--- config.mk ---
export PLATFORM = sky130hd
export DESIGN_NAME = gray_updn_cnt
export DESIGN_NICKNAME = d
export VERILOG_FILES = /design/src/rtl/gray_updn_cnt.sv
export SDC_FILE = /design/constraint.sdc
export NUM_CORES = 1
export LEC_CHECK = 0
export CORE_AREA = 2 2 47 49
export DETAILED_ROUTE_END_ITERATION = 8
export DIE_AREA = 0 0 49 51
export HOLD_SLACK_MARGIN = 0.05
export MAX_ROUTING_LAYER = met4
export PLACE_DENSITY = 0.64
export SLEW_MARGIN = 20
export SYNTH_ARGS = -nofsm -noshare
export SYNTH_HDL_FRONTEND = slang
export SYNTH_SLANG_ARGS = --single-unit
export TNS_END_PERCENT = 5
--- constraint.sdc ---
create_clock -name clk -period 2.9 [get_ports clk]
set_input_delay 0.58 -clock clk [delete_from_list [all_inputs] [get_ports clk]]
set_output_delay 0.58 -clock clk [all_outputs]
set_load 0.05 [all_outputs]
--- src/rtl/gray_updn_cnt.sv ---
// Up/down counter with registered binary and Gray outputs, optional saturation,
// and a Gray-coded load path enabled by defining GRAY_UPDN_CNT_LOAD_EN.
module gray_updn_cnt #(
  parameter int unsigned N       = 4,
  parameter int unsigned RST_VAL = 0,
  parameter bit          SAT     = 1'b0
) (
  input  logic         clk,
  input  logic         rstp,
  input  logic         en,
  input  logic         dir,
  input  logic         ld,
  input  logic [N-1:0] ld_gray,
  output logic [N-1:0] out,
  output logic [N-1:0] bin,
  output logic         at_max,
  output logic         at_min,
  output logic         wrap
);

  localparam logic [N-1:0] RST_BIN = N'(RST_VAL);
  localparam logic [N-1:0] ONE     = {{(N-1){1'b0}}, 1'b1};

  function automatic logic [N-1:0] to_gray(input logic [N-1:0] b);
    return b ^ (b >> 1);
  endfunction

`ifdef GRAY_UPDN_CNT_LOAD_EN
  function automatic logic [N-1:0] to_bin(input logic [N-1:0] g);
    logic [N-1:0] b;
    b[N-1] = g[N-1];
    for (int unsigned i = 1; i < N; i++) begin
      b[N-1-i] = b[N-i] ^ g[N-1-i];
    end
    return b;
  endfunction
`else
  logic unused_load;
  assign unused_load = ^{ld, ld_gray};
`endif

  logic [N-1:0] nxt;
  logic         nxt_wrap;

  always_comb begin
    nxt      = bin;
    nxt_wrap = 1'b0;
    if (en) begin
      if (dir) begin
        if (bin == '1) begin
          if (!SAT) begin
            nxt      = '0;
            nxt_wrap = 1'b1;
          end
        end else begin
          nxt = bin + ONE;
        end
      end else begin
        if (bin == '0) begin
          if (!SAT) begin
            nxt      = '1;
            nxt_wrap = 1'b1;
          end
        end else begin
          nxt = bin - ONE;
        end
      end
    end
`ifdef GRAY_UPDN_CNT_LOAD_EN
    // Load overrides counting; the loaded Gray word is registered verbatim.
    if (ld) begin
      nxt      = to_bin(ld_gray);
      nxt_wrap = 1'b0;
    end
`endif
  end

  always_ff @(posedge clk) begin
    if (rstp) begin
      bin    <= RST_BIN;
      out    <= to_gray(RST_BIN);
      at_max <= (RST_BIN == '1);
      at_min <= (RST_BIN == '0);
      wrap   <= 1'b0;
    end else begin
      bin    <= nxt;
      out    <= to_gray(nxt);
      at_max <= (nxt == '1);
      at_min <= (nxt == '0);
      wrap   <= nxt_wrap;
    end
  end

endmodule
==> run metrics <==
largest net degree at the start of global routing 12; vias in the first global route 389; Die X-Extent 49 µm; Post-Syn Instances 60; #FFs+latches synth 10; RSZ-0062 raised after global routing false; initial antenna violation count 0; gpl congestion 0.750; launching point of the worst reg2reg path bin[0]$_SDFF_PP0_; worst reg2reg path endpoint out[2]$_SDFF_PP0_; Highest Clock Rate between 400 and 500 MHz; Row Count 17; CTS buffer count 3; drt via density ~4.5; setup_tns 0 ps; clk sinks 10; CTS tree done; Final #Nets 88; Worst Hold Class register to register; sequential fraction of the synthesis area 35.2%; Hold-fix buffers, CTS 0; Worst Reg-to-Reg Cells 7; Starting Density 27.5%; # IOs 20; Power per Cell Area 651 mW/mm²; GR Overflow Total 0; synthesized cell area about 570 µm²; hpwl dp 762 µm; DR pass1 iterations 4; Slew @ Worst Pin between 500 and 600 ps; postcts setup bufs 0; Finished Cell Area between 700 and 800 µm²; WP data arrival 2550 ps; initial drt markers 10; antenna-violating nets left 0; Die ar. 0.00250 mm²; Hold Path Origin out[3]$_SDFF_PP0_; Worst-path clk slew 60 ps; Avg Cell Area, Syn 9.47 µm²; Crit. End Element register; IO buf count 14; Final Max Slew Viols 0; largest cells by area after synthesis dfxtp_1 35%, ha_1 8.8%, xor3_1 4.2%, buf_6 4.0%, inv_1 4.0%; Die Ht 51 µm; via count 454; core area a little over 0.002 mm²; Worst Hold End wrap$_SDFF_PP0_; VDD IR max 0.320 mV; max cap viols 0; first-pass GRT wire length between 1500 and 2000 µm; Clock Path Buffers 2; final hold slack 711 ps; Synth Net Count 73; Yosys cell types 30; post-cts resize count 0; Antenna Cells 0; Yosys top cell by area dfxtp_1; fillers 224; Total Routing Usage GR 9.96%; minimum clock period ~2400 ps; setup violators final 0; Setup CP Type input pin to register; post-synth top area share 35.2%; Hold Vio Cnt, Final 0; Post-route DRC 0; WHS Path Cells 3; total routed wirelength 1040 µm; share of layout cells above drive strength 1 11.0%; reg2reg setup slack between 700 and 800 ps; H-tree depth 1; Fin Clk Skew around 0.61 ps; leakage power 0.321 nW; worst relative slew slack 66.6%; CP required 3040 ps; yosys synthesis warning count 0; Clock Latency Late Sink 250 ps; CP max FO 2; status finished clean; Syn-to-layout area delta 30.0%; fin crit share 83.4%; Avg WL per Cell 10.3 µm; Setup crit start kind input pin; Placed Area 716 µm²; clock root buffer clkbuf_4
sequential cells by signal, indices dropped and copies added, names as in the netlist:
| signal | count |
|---|---|
| at_max | 1 |
| at_min | 1 |
| bin | 3 |
| out | 4 |
| wrap | 1 |
report_power, final:
part	switching, mW	leakage (nW)	internal, mW	total (mW)
logic	0.125	0.225	0.0896	0.215
registers	0.0204	0.0826	0.157	0.178
clock network	0.0409	0.0138	0.0476	0.0885
synth_stat cells (all sizes together):
cell	instances
o21a	1
or4b	1
a21oi	1
o31a	1
o21ai	1
a221oi	1
nor2	6
clkbuf	2
buf	4
and2	1
xor2	1
ha	4
nor3	2
mux2	1
and4b	1
inv	6
dfxtp	10
nand4	1
xor3	1
or3b	1
a222oi	1
mux2i	2
xnor2	1
and3b	1
nand2	2
nor2b	3
a31o	3
kinds of logic (layout without fill, tap and decap cells):
| group | Yosys count | count (layout) | synth area share [%] |
|---|---|---|---|
| fa+ha+maj | 4 | 4 | 8.81 |
| flops | 10 | 10 | 35.2 |
| mux | 3 | 3 | 5.51 |
| buf+inv | 12 | 25 | 11.5 |
| compound gates | 9 | 9 | 12.6 |
| simple gates | 19 | 19 | 19.2 |
| xor+xnor | 3 | 3 | 7.27 |
area by class of cell:
class | instances | area [µm²] | share of cell area, %
sequential | 10 | 200 | 27.1
timing repair buffer | 16 | 155 | 21.0
clock buffer | 3 | 22.5 | 3.05
tap | 28 | 35.0 | 4.75
inverter | 6 | 22.5 | 3.05
multi-input combinational | 38 | 303 | 41.0
critical path, cell delays in order:
cell             delay (ps)
clkdlybuf4s50_1         410
or4b_1                  490
o31a_1                  120
a222oi_1                450
inv_1                    90
ha_1                    270
nor2b_1                 120
metal layers:
layer  global-route usage (%)  vias to the layer above  part of all wire [%]
li1                         -                      233                     -
met1                     13.7                      208                    51
met2                     13.5                       11                    44
met3                     1.17                        2                   3.6
met4                     7.14                        0                   1.8
met5                        -                        -                     0
worst max-delay path by stage:
| stage | from | end | slack [ps] | depth (start not counted) |
|---|---|---|---|---|
| finish | dir | out[2]$_SDFF_PP0_ | 480 | 7 |
| global route | dir | out[2]$_SDFF_PP0_ | 370 | 7 |
| CTS | dir | out[2]$_SDFF_PP0_ | 500 | 7 |
| detailed placement | dir | out[2]$_SDFF_PP0_ | 240 | 7 |
| global placement | dir | out[2]$_SDFF_PP0_ | 240 | 7 |
| floorplan | out[3]$_SDFF_PP0_ | out[2]$_SDFF_PP0_ | 530 | 7 |
placed cells by master (no fill, tap or decap), types with 2 or more instances in the layout:
cell              n
ha_1              4
nor2_1            6
a31o_2            2
buf_4             2
clkbuf_4          3
nor3_1            2
clkdlybuf4s50_1  14
nor2b_1           3
inv_1             6
mux2i_1           2
nand2_1           2
dfxtp_1          10
stage by stage:
step	std cells	setup slack, ps	power, mW	util [%]
floorplan	60	534	0.336	-
global placement	98	244	0.393	34.7
detailed placement	98	237	0.395	34.7
CTS	101	503	0.487	35.8
global route	101	369	0.513	35.8
finish	101	482	0.481	35.8
Note: power is estimated with default switching activity, not from simulation.
